### src/rtl/cbf_pkg.sv
// Shared definitions for the CBF query and insert paths.
// Holds state codes, default bus widths and the k-mer chunking helper.
package cbf_pkg;

   localparam int CBF_KMER_WIDTH    = 45;
   localparam int CBF_ADDR_WIDTH    = 20;
   localparam int CBF_COUNTER_WIDTH = 4;

   typedef logic [1:0] cbf_state_t;

   localparam cbf_state_t ST_IDLE    = 2'd0;
   localparam cbf_state_t ST_ISSUE   = 2'd1;
   localparam cbf_state_t ST_WAIT    = 2'd2;
   localparam cbf_state_t ST_RESPOND = 2'd3;

   // Number of ADDR_WIDTH-bit chunks needed to cover a 2*KMER_WIDTH-bit k-mer.
   function automatic int cbf_num_chunks(input int kmer_width, input int addr_width);
      return (2 * kmer_width + addr_width - 1) / addr_width;
   endfunction

endpackage

### src/rtl/cbf_query_responder_if.sv
// Query bus from the arbitrator plus the counter-memory read port.
// The responder uses the slave view; the arbitrator/memory side uses master.
interface cbf_query_responder_if
   import cbf_pkg::*;
#(
   parameter int KMER_WIDTH    = CBF_KMER_WIDTH,
   parameter int ADDR_WIDTH    = CBF_ADDR_WIDTH,
   parameter int COUNTER_WIDTH = CBF_COUNTER_WIDTH
) ();

   logic [2*KMER_WIDTH-1:0]  kmerToCBF;
   logic                     kmerValidToCBF;
   logic                     cbfReady;
   logic                     kmerPositive;
   logic                     resultValid;
   logic [ADDR_WIDTH-1:0]    memAddr;
   logic                     memRead;
   logic [COUNTER_WIDTH-1:0] memReadData;
   logic                     memReadValid;

   modport slave (
      input  kmerToCBF,
      input  kmerValidToCBF,
      output cbfReady,
      output kmerPositive,
      output resultValid,
      output memAddr,
      output memRead,
      input  memReadData,
      input  memReadValid
   );

   modport master (
      output kmerToCBF,
      output kmerValidToCBF,
      input  cbfReady,
      input  kmerPositive,
      input  resultValid,
      input  memAddr,
      input  memRead,
      output memReadData,
      output memReadValid
   );

endinterface

### src/rtl/cbf_hash_fold.sv
// Folds a k-mer into the two double-hashing seeds h1/h2 (purely combinational).
// Shared by the query responder and the insert path.
module cbf_hash_fold
   import cbf_pkg::*;
#(
   parameter int KMER_WIDTH = CBF_KMER_WIDTH,
   parameter int ADDR_WIDTH = CBF_ADDR_WIDTH
) (
   input  logic [2*KMER_WIDTH-1:0] kmer_i,
   output logic [ADDR_WIDTH-1:0]   h1_o,
   output logic [ADDR_WIDTH-1:0]   h2_o
);

   localparam int KB  = 2 * KMER_WIDTH;
   localparam int NCH = cbf_num_chunks(KMER_WIDTH, ADDR_WIDTH);
   localparam int PW  = NCH * ADDR_WIDTH;

   logic [PW-1:0] fwd;
   logic [PW-1:0] rev;

   always_comb begin
      fwd = '0;
      rev = '0;
      fwd[KB-1:0] = kmer_i;
      for (int b = 0; b < KB; b++) begin
         rev[b] = kmer_i[KB-1-b];
      end
      h1_o = '0;
      h2_o = '0;
      for (int c = 0; c < NCH; c++) begin
         h1_o = h1_o ^ fwd[c*ADDR_WIDTH +: ADDR_WIDTH];
         h2_o = h2_o ^ rev[c*ADDR_WIDTH +: ADDR_WIDTH];
      end
      // An odd stride keeps successive probe addresses distinct.
      h2_o[0] = 1'b1;
   end

endmodule

### src/rtl/cbf_query_responder.sv
// CBF query responder: hashes one k-mer, reads NUM_HASHES counters and
// reports whether all of them reach THRESHOLD, one query in flight at a time.
module cbf_query_responder
   import cbf_pkg::*;
#(
   parameter int KMER_WIDTH     = CBF_KMER_WIDTH,
   parameter int ADDR_WIDTH     = CBF_ADDR_WIDTH,
   parameter int COUNTER_WIDTH  = CBF_COUNTER_WIDTH,
   parameter int NUM_HASHES     = 4,
   parameter int THRESHOLD      = 1,
   parameter int HASH_CNT_WIDTH = 4
) (
   input  logic                  clk,
   input  logic                  rstb,
   cbf_query_responder_if.slave  bus
);

   localparam logic [HASH_CNT_WIDTH-1:0] LAST_ISSUE   = HASH_CNT_WIDTH'(NUM_HASHES - 1);
   localparam logic [HASH_CNT_WIDTH-1:0] ALL_RETURNED = HASH_CNT_WIDTH'(NUM_HASHES);
   localparam logic [COUNTER_WIDTH-1:0]  THRESH       = COUNTER_WIDTH'(THRESHOLD);

   cbf_state_t                state_q, state_d;
   logic                      alive_q;
   logic [ADDR_WIDTH-1:0]     h2_q, h2_d;
   logic [ADDR_WIDTH-1:0]     addr_q, addr_d;
   logic [HASH_CNT_WIDTH-1:0] iss_cnt_q, iss_cnt_d;
   logic [HASH_CNT_WIDTH-1:0] ret_cnt_q, ret_cnt_d;
   logic                      hit_q, hit_d;
   logic                      result_vld_q, result_vld_d;
   logic                      positive_q, positive_d;

   logic [ADDR_WIDTH-1:0]     fold_h1;
   logic [ADDR_WIDTH-1:0]     fold_h2;
   logic                      accept;
   logic                      ret_take;

   cbf_hash_fold #(
      .KMER_WIDTH (KMER_WIDTH),
      .ADDR_WIDTH (ADDR_WIDTH)
   ) u_fold (
      .kmer_i (bus.kmerToCBF),
      .h1_o   (fold_h1),
      .h2_o   (fold_h2)
   );

   // Ready comes only from registered state so the arbitrator can gate valid with it.
   assign bus.cbfReady     = alive_q && (state_q == ST_IDLE);
   assign bus.memRead      = (state_q == ST_ISSUE);
   assign bus.memAddr      = addr_q;
   assign bus.resultValid  = result_vld_q;
   assign bus.kmerPositive = positive_q;

   always_comb begin
      accept   = bus.cbfReady && bus.kmerValidToCBF;
      ret_take = bus.memReadValid && ((state_q == ST_ISSUE) || (state_q == ST_WAIT));

      state_d      = state_q;
      h2_d         = h2_q;
      addr_d       = addr_q;
      iss_cnt_d    = iss_cnt_q;
      ret_cnt_d    = ret_cnt_q;
      hit_d        = hit_q;
      result_vld_d = 1'b0;
      positive_d   = positive_q;

      // Returns outside ISSUE/WAIT are strays and never touch the query state.
      if (ret_take) begin
         ret_cnt_d = ret_cnt_q + 1'b1;
         hit_d     = hit_q & (bus.memReadData >= THRESH);
      end

      case (state_q)
         ST_IDLE: begin
            if (accept) begin
               h2_d      = fold_h2;
               addr_d    = fold_h1;
               iss_cnt_d = '0;
               ret_cnt_d = '0;
               hit_d     = 1'b1;
               state_d   = ST_ISSUE;
            end
         end
         ST_ISSUE: begin
            addr_d    = addr_q + h2_q;
            iss_cnt_d = iss_cnt_q + 1'b1;
            if (iss_cnt_q == LAST_ISSUE) begin
               state_d = ST_WAIT;
            end
         end
         ST_WAIT: begin
            // Looking at the next count lets the final return go straight to RESPOND.
            if (ret_cnt_d == ALL_RETURNED) begin
               state_d      = ST_RESPOND;
               result_vld_d = 1'b1;
               positive_d   = hit_d;
            end
         end
         ST_RESPOND: begin
            state_d = ST_IDLE;
         end
         default: begin
            state_d = ST_IDLE;
         end
      endcase
   end

   always_ff @(posedge clk or negedge rstb) begin
      if (!rstb) begin
         state_q      <= ST_IDLE;
         alive_q      <= 1'b0;
         h2_q         <= '0;
         addr_q       <= '0;
         iss_cnt_q    <= '0;
         ret_cnt_q    <= '0;
         hit_q        <= 1'b0;
         result_vld_q <= 1'b0;
         positive_q   <= 1'b0;
      end else begin
         state_q      <= state_d;
         alive_q      <= 1'b1;
         h2_q         <= h2_d;
         addr_q       <= addr_d;
         iss_cnt_q    <= iss_cnt_d;
         ret_cnt_q    <= ret_cnt_d;
         hit_q        <= hit_d;
         result_vld_q <= result_vld_d;
         positive_q   <= positive_d;
      end
   end

endmodule

### src/flat_wrapper.sv
// flat-port wrapper written by rule: the top's interface ports become plain ports
module cbf_query_responder_flat import cbf_pkg::*;
#(
   parameter int KMER_WIDTH     = CBF_KMER_WIDTH,
   parameter int ADDR_WIDTH     = CBF_ADDR_WIDTH,
   parameter int COUNTER_WIDTH  = CBF_COUNTER_WIDTH,
   parameter int NUM_HASHES     = 4,
   parameter int THRESHOLD      = 1,
   parameter int HASH_CNT_WIDTH = 4
)
  (clk, rstb, bus_kmerToCBF, bus_kmerValidToCBF, bus_cbfReady, bus_kmerPositive, bus_resultValid, bus_memAddr, bus_memRead, bus_memReadData, bus_memReadValid);
  cbf_query_responder_if #(.KMER_WIDTH(KMER_WIDTH), .ADDR_WIDTH(ADDR_WIDTH), .COUNTER_WIDTH(COUNTER_WIDTH)) bus_i ();
  input  logic clk;
  input  logic rstb;
  input wire logic [$bits(bus_i.kmerToCBF)-1:0] bus_kmerToCBF;
  input wire logic [$bits(bus_i.kmerValidToCBF)-1:0] bus_kmerValidToCBF;
  output wire logic [$bits(bus_i.cbfReady)-1:0] bus_cbfReady;
  output wire logic [$bits(bus_i.kmerPositive)-1:0] bus_kmerPositive;
  output wire logic [$bits(bus_i.resultValid)-1:0] bus_resultValid;
  output wire logic [$bits(bus_i.memAddr)-1:0] bus_memAddr;
  output wire logic [$bits(bus_i.memRead)-1:0] bus_memRead;
  input wire logic [$bits(bus_i.memReadData)-1:0] bus_memReadData;
  input wire logic [$bits(bus_i.memReadValid)-1:0] bus_memReadValid;
  assign bus_i.kmerToCBF = bus_kmerToCBF;
  assign bus_i.kmerValidToCBF = bus_kmerValidToCBF;
  assign bus_cbfReady = bus_i.cbfReady;
  assign bus_kmerPositive = bus_i.kmerPositive;
  assign bus_resultValid = bus_i.resultValid;
  assign bus_memAddr = bus_i.memAddr;
  assign bus_memRead = bus_i.memRead;
  assign bus_i.memReadData = bus_memReadData;
  assign bus_i.memReadValid = bus_memReadValid;
  cbf_query_responder #(.KMER_WIDTH(KMER_WIDTH), .ADDR_WIDTH(ADDR_WIDTH), .COUNTER_WIDTH(COUNTER_WIDTH), .NUM_HASHES(NUM_HASHES), .THRESHOLD(THRESHOLD), .HASH_CNT_WIDTH(HASH_CNT_WIDTH)) u_core (.clk(clk), .rstb(rstb), .bus(bus_i));
endmodule
### config.mk
export PLATFORM = sky130hd
export DESIGN_NAME = cbf_query_responder_flat
export DESIGN_NICKNAME = d
export VERILOG_FILES = /design/src/rtl/cbf_pkg.sv /design/src/rtl/cbf_query_responder_if.sv /design/src/rtl/cbf_hash_fold.sv /design/src/rtl/cbf_query_responder.sv /design/src/flat_wrapper.sv
export SDC_FILE = /design/constraint.sdc
export NUM_CORES = 1
export LEC_CHECK = 0
export ABC_AREA = 1
export CORE_MARGIN = 2
export CORE_UTILIZATION = 50
export CTS_CLUSTER_SIZE = 28
export DETAILED_ROUTE_END_ITERATION = 6
export HOLD_SLACK_MARGIN = 0.15
export PLACE_DENSITY = 0.84
export SLEW_MARGIN = 40
export SYNTH_ARGS = -nofsm -noshare
export SYNTH_HDL_FRONTEND = slang
export SYNTH_SLANG_ARGS = --single-unit
### constraint.sdc
create_clock -name clk -period 3 [get_ports clk]
set_clock_uncertainty 0.2 [all_clocks]
set_input_delay 0.6 -clock clk [delete_from_list [all_inputs] [get_ports clk]]
set_output_delay 0.6 -clock clk [all_outputs]
set_load 0.02 [all_outputs]
Word-level counts from Yosys, hierarchy flattened --
Cells that the tools add are included.
Cells by class: $add $sub $neg 3, multipliers 0, div/mod/pow operators 0, order comparisons 1, equality and inequality tests 8, shift-type cells 0, muxes and demuxes 16, bitwise logic cells 9, reductions and logical operators 10
Operators by type and width (count):
- $xor 20x20->20 | 6
- $pmux 20 s2 | 1
- $xor 20x10->20 | 2
- $add 20x20->20 | 1
- $mux 20 | 1
- $mux 4 | 4
- $add 4x1->4 const B | 2
- $pmux 2 s4 | 1
- $pmux 4 s2 | 1
- $mux 2 | 3
- $reduce_and 2->1 | 3
- $mux 1 | 5
- $eq 2x2->1 const B | 2
- $eq 4x2->1 const B | 1
- $eq 4x3->1 const B | 1
- $ge 4x1->1 const B | 1
- $ne 2x1->1 const B | 2
- $logic_and 1x1->1 | 3
- $reduce_and 3->1 | 1
- $eq 2x1->1 const B | 1
- $logic_not 2->1 | 1
- $ne 2x2->1 const B | 1
- $reduce_bool 2->1 | 1
- $and 1x1->1 | 1
- $logic_or 1x1->1 | 1
Storage, ports and cells: flip-flop bits (word level) 54, bits in latches 0, bits in writable memories 0, ROM bits 0, output and inout port bits 24, logic and storage cells 56, memories 0

Depth between registers and ports, before layout --
Gate-level depths: netlist of the first run.
word-level depth 7, mapped depth 14, gate-level depth less buffers 14

Hierarchy --
Synthesis of the first run repeated with hierarchy kept, for this count alone.
Unflattened totals: cell total of the unflattened synthesis 717, area, all modules 4700.8 um^2
By module, submodules not included:
- cbf_query_responder | times used 1, cells an instance 509, area an instance 3570.9 um^2, sequential area each 1351.3 um^2
- cbf_hash_fold | times used 1, cells an instance 208, area an instance 1129.8 um^2, sequential area each 0.0 um^2

Least setup slack after synthesis of the first run --
No wires, ideal clock.
kind register to register, start point register u_core.addr_q[0] (netlist: u_core.bus.memAddr[0]), end point register u_core.addr_q[12] (netlist: u_core.bus.memAddr[12]), setup time 116 ps, arrival 1748 ps, data required time 2684 ps, slack 936 ps, cell stages (with the launch flop) 14, path buffers 0, period minus slack after synthesis 2064 ps, cell sequence dfrtp_1 ha_1 inv_1 fa_1 inv_1 nand3_1 nand3_1 nand2_1 nand2_1 nand2_1 nand3_1 nand3_1 nand2_1 nand2_1
Between the ends: word-level cells in the longest chain between the ends 2
RTL lines:
- start: declaration | RTL line cbf_query_responder.sv:25 | logic [ADDR_WIDTH-1:0] addr_q, addr_d;
- start signal: assignment | RTL line cbf_query_responder.sv:122 | addr_q <= addr_d;
- $add 20x20->20 | RTL line cbf_query_responder.sv:84 | addr_d = addr_q + h2_q;
- $pmux 20 s2 | RTL line cbf_query_responder.sv:72 | case (state_q)
Every way passes these cells. A chain may end at the register's enable or synchronous reset.

Final worst setup path of the first run --
start point register u_core.state_q[1], end point output bus_memRead
Between the ends: word-level cells in the longest chain between the ends 1
RTL lines:
- start: declaration | RTL line cbf_query_responder.sv:22 | cbf_state_t state_q, state_d;
- start signal: assignment | RTL line cbf_query_responder.sv:119 | state_q <= state_d;
- $eq 2x1->1 | RTL line cbf_query_responder.sv:48 | assign bus.memRead = (state_q == ST_ISSUE);
- end: declaration | RTL line flat_wrapper.sv:21 | output wire logic [$bits(bus_i.memRead)-1:0] bus_memRead;
Every way passes these cells.

==> reports/results.tsv, run 1 <==
metric	value	unit
avgSynthCellArea	7.06	um2
vias	4330	
synth_compound_area_share	9.15	%
hold_viol	0	
cts_sinks	54	
synth-seq-cells	54	
p_leak	0.00286	uW
clock-root-buffer	clkbuf_8	
totalWireLength	11900	um
tritoncts	done	
fillCellCount	705	
cap_violations	0	
ant_nets	0	
synth_simple_gate_area_share	30.0	%
start_kind	register	
design.die.area	0.00920	mm2
wl_per_cell	14.5	um
outcome	completed	
dieHeight	95.9	um
period_minus_slack	2.61	ns
diodes	0	
grt-ovfl-total	0	
hp-class	register to register	
critical_path.endpoint_type	output port	
track_usage	27.7	%
post-route-period-util	87.0	%
clock.fmax	0.383	GHz
yosys-top-cells-area	dfrtp_1 (32%), nand2_1 (18%), xor2_1 (7.5%)	
num_io_pins	122	
rows	33	
dp_hpwl	9790	um
critPathMaxFanout	8	
setup_viol	0	
max_stage_delay	0.67	ns
slew_violations	0	
drive_gt1_share	4.58	%
cp_data_arrival_time	1.81	ns
drc	0	
cts_buffer_depth	2	
start_util	51.4	%
synth_top_area_share	32.0	%
area_delta_synth_final	34.0	%
rsz0062_at_grt	no	
drt_iter0_markers	393	
syn_area	0.00423	mm2
synth_mux_area_share	0	%
grt_max_degree	29	
required	2.20	ns
grt_pass1_wl	19600	um
synth_edf_count	0	
cts-buffers-inserted	5	
crit_type	register to output port	
die_w	95.9	um
antenna_found_initial	0	
crit_slowest_cell	clkdlybuf4s50_1	
firstDrtPassIters	5	
final_nets	843	
p_per_area	1060	mW/mm2
multi_input_area	0.00254	mm2
cp_cell_sequence	inv_1, ha_1, clkdlybuf4s50_1	
critPathBufInv	2	
path_clk_slew	0.09	ns
htree_levels	2	
fin_util	68.9	%
relSlewSlack	57.4	%
crit_family	buffers and inverters	
port_buffers	121	
synth_warnings	0	
first_global_vias	4199	
place.gp.congestion	0.881	
synth_top_area_cell	dfrtp_1	
syn_nets	722	
ir_drop	544	uV
via_per_inst	5.24	
synthAdderAreaFrac	7.58	%
clk_latency	0.31	ns
tightest_slew	0.640	ns
synth-xor-area-share	13.3	%
core_area	0.00822	mm2
tns	0	ns
crit_path_start	u_core.state_q[1]	
synth_top_family_by_area	simple AND/OR/NAND/NOR gates	
async_reset_ff_share	100	%
min_from	u_core.h2_q[0]	
synthDistinctLibCells	35	
synth-seq-area-share	32.0	%
final-seq-area	0.00135	mm2
synthCells	599	
r2r-start	u_core.state_q[0]	
synthFlopType	dfrtp_1	
[state kept, by name, indices dropped and copies added, names as in the netlist]
signal / count
u_core.alive_q: 1
u_core.bus.kmerPositive: 1
u_core.hit_q: 1
u_core.bus.resultValid: 1
u_core.iss_cnt_q: 4
u_core.ret_cnt_q: 4
u_core.bus.memAddr: 20
u_core.state_q: 2
u_core.h2_q: 20
[per-stage QoR]
stage                     instances  instance area [um2]  hold slack, ns  total power (uW)  worst slack [ns]
final                           826                 5660           0.297              5980             0.391
after global routing            826                 5660           0.330              6520             0.300
after CTS                       826                 5660           0.301              5930             0.395
after detailed placement        817                 5540           0.278              5400             0.374
after global placement          817                 5540           0.264              5250             0.466
after floorplan                 599                 4230           0.104              4120             0.936
[cells in the mapped netlist, types with 3 or more instances]
master and instances:
nor2_1 40, o21ai_1 3, nand3_1 38, or2_2 3, nor2_4 3, inv_1 69, o21ai_0 16, and2_1 3
o21a_1 7, nand3_2 3, dfrtp_1 54, ha_1 24, xor2_1 36, xnor2_1 28, a21oi_1 34, inv_2 4
buf_2 7, nand2_1 201, nand2_2 5
[power breakdown]
part	switching, uW	total [uW]	internal, uW	leakage (uW)
Sequential	310	1390	1080	0.000645
Combinational	2530	4100	1570	0.00217
Clock	245	494	248	0.0000504
Total	3090	5980	2890	0.00286
[final timing paths]
check,depth (start not counted),end,slack (ns)
min reg2reg,1,u_core.h2_q[0],0.30
min,1,u_core.h2_q[0],0.30
min in group asynchronous,2,u_core.bus.memAddr[14],0.64
max reg2reg,11,u_core.iss_cnt_q[3],0.56
max in group asynchronous,3,u_core.bus.memAddr[8],1.39
max,3,bus_memRead,0.39
[area by class of cell]
type / count / share of cell area [%]
multi-input combinational: 461 / 44.9
clock inverter: 3 / 0.796
tap: 105 / 2.32
inverter: 74 / 4.95
clock buffer: 5 / 1.22
sequential: 54 / 23.9
timing repair buffer: 124 / 22.0
[metal layers]
metal | wire (um) | vias up | share of wire (%) | track usage, %
met1 | 5050 | 1987 | 42 | 37.0
met4 | 242 | 0 | 2.0 | 7.14
met3 | 871 | 29 | 7.3 | 3.52
met5 | 0 | - | 0 | 0
met2 | 5790 | 197 | 48 | 47.6
li1 | - | 2117 | - | -
[placed cells by master, fill, tap and decap left out, drive strengths merged]
cell type	n
o41ai	1
nand4	2
and2	3
a21o	1
clkdlybuf4s50	120
and3	1
nand2	207
conb	1
nor2	45
o21ai	19
a32o	1
o22ai	2
o21a	7
ha	24
xor2	36
buf	3
dfrtp	54
xnor2	28
o211ai	1
a22oi	1
clkbuf	5
or2	3
inv	74
a21oi	34
dlygate4sd3	1
clkinvlp	2
bufinv	1
nand3	41
o21bai	2
fa	1
[repair_timing]
action,4_1_cts,5_1_grt
setup buffers,0,0
endpoints found under the hold margin,26,0
hold buffers,1,0
gates resized for setup,0,0
[cells by family (layout without fill, tap and decap cells)]
kind of cell	Yosys count	after routing
AO/OA/AOI/OAI	69	69
XOR/XNOR	64	64
buffers and inverters	84	206
flip-flops	54	54
adder cells (fa/ha/maj)	25	25
AND/OR/NAND/NOR	302	302
other	1	1
Note: power is estimated with default switching activity, not from simulation.
==> inputs of run 2 (changes only) <==
--- a/config.mk
+++ b/config.mk
@@ -5,13 +5,12 @@
 export SDC_FILE = /design/constraint.sdc
 export NUM_CORES = 1
 export LEC_CHECK = 0
-export ABC_AREA = 1
 export CORE_MARGIN = 2
 export CORE_UTILIZATION = 50
 export CTS_CLUSTER_SIZE = 28
 export DETAILED_ROUTE_END_ITERATION = 6
 export HOLD_SLACK_MARGIN = 0.15
-export PLACE_DENSITY = 0.84
+export PLACE_DENSITY = 0.85
 export SLEW_MARGIN = 40
 export SYNTH_ARGS = -nofsm -noshare
 export SYNTH_HDL_FRONTEND = slang
==> reports/results.tsv, run 2 <==
metric	value	unit	change
outcome	completed		
synth_top_area_cell	dfrtp_1		
final-seq-area	0.00135	mm2	unchanged
hp-class	primary input to asynchronous set/reset pin		
final_nets	700		-17%
synth-seq-area-share	33.8	%	+1.8 points
antenna_found_initial	0		unchanged
wl_met1	4050	um	-20%
num_io_pins	122		unchanged
cp_data_arrival_time	2.63	ns	+0.82 ns
syn_nets	578		-20%
required	3.01	ns	+0.81 ns
rsz0062_at_grt	no		
grt-ovfl-total	0		unchanged
synthCells	455		-24%
ir_drop	469	uV	-14%
relSlewSlack	53.9	%	-3.4 points
diodes	0		unchanged
setup_viol	0		unchanged
area_delta_synth_final	36.0	%	
syn_area	0.00400	mm2	-5.3%
htree_levels	2		unchanged
dp_hpwl	7850	um	-20%
p_leak	0.00229	uW	-20%
place.gp.congestion	0.873		-0.83%
p_per_area	1040	mW/mm2	-1.8%
wl_per_cell	14.5	um	+0.44%
cap_violations	0		unchanged
clock.fmax	0.381	GHz	-0.57%
port_buffers	121		unchanged
layout_commonest_cell	clkdlybuf4s50_1		
slew_violations	0		unchanged
vias	3723		-14%
synth-seq-cells	54		unchanged
wl_met2	4920	um	-15%
synth_most_common_cell	xnor2_1		
final_cell_mix	clkdlybuf4s50_1 (120), xnor2_1 (59), dfrtp_1 (54), nand2_1 (53), a21oi_1 (41)		
r2r-end	u_core.bus.memAddr[14]		
pwr-share-comb	68.2	%	-0.4 points
cts_sinks	54		unchanged
r2r_cells	9		-2
r2r-start	u_core.bus.memAddr[0]		
clk_latency	0.31	ns	about the same
place_area	0.00535	mm2	-3.4%
multi_input_area	0.00253	mm2	-0.44%
tightest_slew	0.691	ns	+0.0515 ns
placed_cells_incl_taps	672		-18%
critPathMaxFanout	4		-4
tritoncts	done		
core_area	0.00773	mm2	-6.0%
synth_top_area_share	33.8	%	+1.8 points
synth_commonest_cells	xnor2_1 (59), dfrtp_1 (54), nand2_1 (53), a21oi_1 (41), nor2_1 (37)		
r2r_slack	0.38	ns	-0.18 ns
crit_type	register to register		
fillCellCount	579		-18%
design.die.area	0.00873	mm2	-5.1%
crit_family	compound AO/OA/AOI/OAI gates		
wl_met3	696	um	-20%
cts-resized-gates	0		unchanged
switching_share	46.4	%	-5.2 points
cts-buffers-inserted	5		unchanged
post-route-period-util	87.5	%	+0.49 points
critical_path.endpoint_type	register		
grt_pass1_wl	16200	um	-18%
cp_cell_sequence	ha_1, inv_1, fa_1, nor2b_2, o31ai_2, a31oi_2, a41oi_2, xor2_1, a221oi_1		
start_kind	register		
switchingPower	2620	uW	-15%
via_per_inst	5.48		+4.4%
async_reset_ff_share	100	%	unchanged
fin_area	0.00544	mm2	-3.9%
synthDistinctLibCells	55		+57%
drt_iter0_markers	263		-33%
p_int	3020	uW	+4.6%
path_clk_slew	0.10	ns	about the same
start_util	51.8	%	+0.34 points
dieHeight	93.5	um	-2.6%
ant_nets	0		unchanged
totalWireLength	9880	um	-17%
synth_warnings	0		unchanged
track_usage	22.9	%	-4.8 points
first_global_vias	3727		-11%
drc	0		unchanged
die_w	93.5	um	-2.6%
p_seq_share	24.2	%	+1.0 points
fin_cells	680		-18%
fin_util	70.4	%	+1.5 points
synth_edf_count	0		unchanged
drive_gt1_share	5.88	%	+1.3 points
avgSynthCellArea	8.79	um2	+25%
clkPwrFrac	7.6	%	-0.7 points
holdWs	0.189	ns	-0.108 ns
hold_viol	0		unchanged
max_stage_delay	0.41	ns	-0.26 ns
rows	32		-3.0%
synthFlopType	dfrtp_1		
cts_setup_buffers	0		unchanged
crit_path_start	u_core.bus.memAddr[0]		
crit_slowest_cell	fa_1		
grt_max_degree	55		+90%
yosys-top-cells-area	dfrtp_1 (34%), xnor2_1 (13%), ha_1 (7.5%)		
clock-root-buffer	clkbuf_8		
cts_buffer_depth	2		unchanged
period_minus_slack	2.62	ns	+0.0148 ns
firstDrtPassIters	5		unchanged
maxUsedRoutingLayer	met4		
critPathBufInv	1		-1
cts_hold_buf	0		-1
tns	0	ns	unchanged
run 2: cell count changes after synthesis, sizes merged, moves of 20 or more:
cell	previous run	this run
xnor2	28	59
nand3	41	4
nand2	207	53
inv	74	14
o21ai	19	39
run 2: power by group through the flow:
stage               logic, uW  clock network [uW]  registers [uW]
global placement         3700                   0            1360
CTS                      3830                 434            1360
global route             4220                 460            1410
detailed placement       3800                   0            1370
finish                   3850                 428            1370
floorplan                2610                   0            1460
run 2: layout make-up:
class                   instances  share of cell area, %
well taps                     102                   2.34
flip-flops and latches         54                   24.8
multi-input cells             372                   46.5
clock buffers                   6                   1.52
repair buffers                130                   23.6
inverters                      14                  0.966
clock inverters                 2                  0.230
run 2: through the flow:
step / setup slack, ns / power, uW
2_1_floorplan: 0.508 / 4070
3_3_place_gp: 0.484 / 5050
3_5_place_dp: 0.402 / 5170
4_1_cts: 0.411 / 5620
5_1_grt: 0.299 / 6090
6_report: 0.376 / 5640
run 2: how the worst max path moves through the flow:
stage | to | slack, ns | cells after the start
after floorplan | u_core.bus.memAddr[10] | 0.51 | 10
after global placement | u_core.state_q[1] | 0.48 | 8
after detailed placement | u_core.state_q[1] | 0.40 | 8
after CTS | u_core.bus.memAddr[14] | 0.41 | 9
after global routing | u_core.bus.memAddr[14] | 0.30 | 9
final | u_core.bus.memAddr[14] | 0.38 | 9
run 2: worst register-to-register path, stage by stage (launching register included):
cell      delay (ns)
dfrtp_1         0.38
ha_1            0.17
inv_1           0.05
fa_1            0.41
nor2b_2         0.18
o31ai_2         0.10
a31oi_2         0.31
a41oi_2         0.22
xor2_1          0.19
a221oi_1        0.31
run 2: cell families after synthesis:
| group | count (synthesis) | synth area share, % |
|---|---|---|
| mux | 6 | 1.69 |
| compound gates | 132 | 21.0 |
| buf+inv | 29 | 3.00 |
| flops | 54 | 33.8 |
| other cells | 1 | 0.0937 |
| fa+ha+maj | 25 | 8.01 |
| simple gates | 121 | 13.4 |
| xor+xnor | 87 | 19.0 |
run 2: routing by layer:
layer	track usage (%)	vias to the layer above
li1	-	1829
met1	28.0	1727
met2	40.8	146
met3	3.87	21
met4	7.35	0
met5	0	-
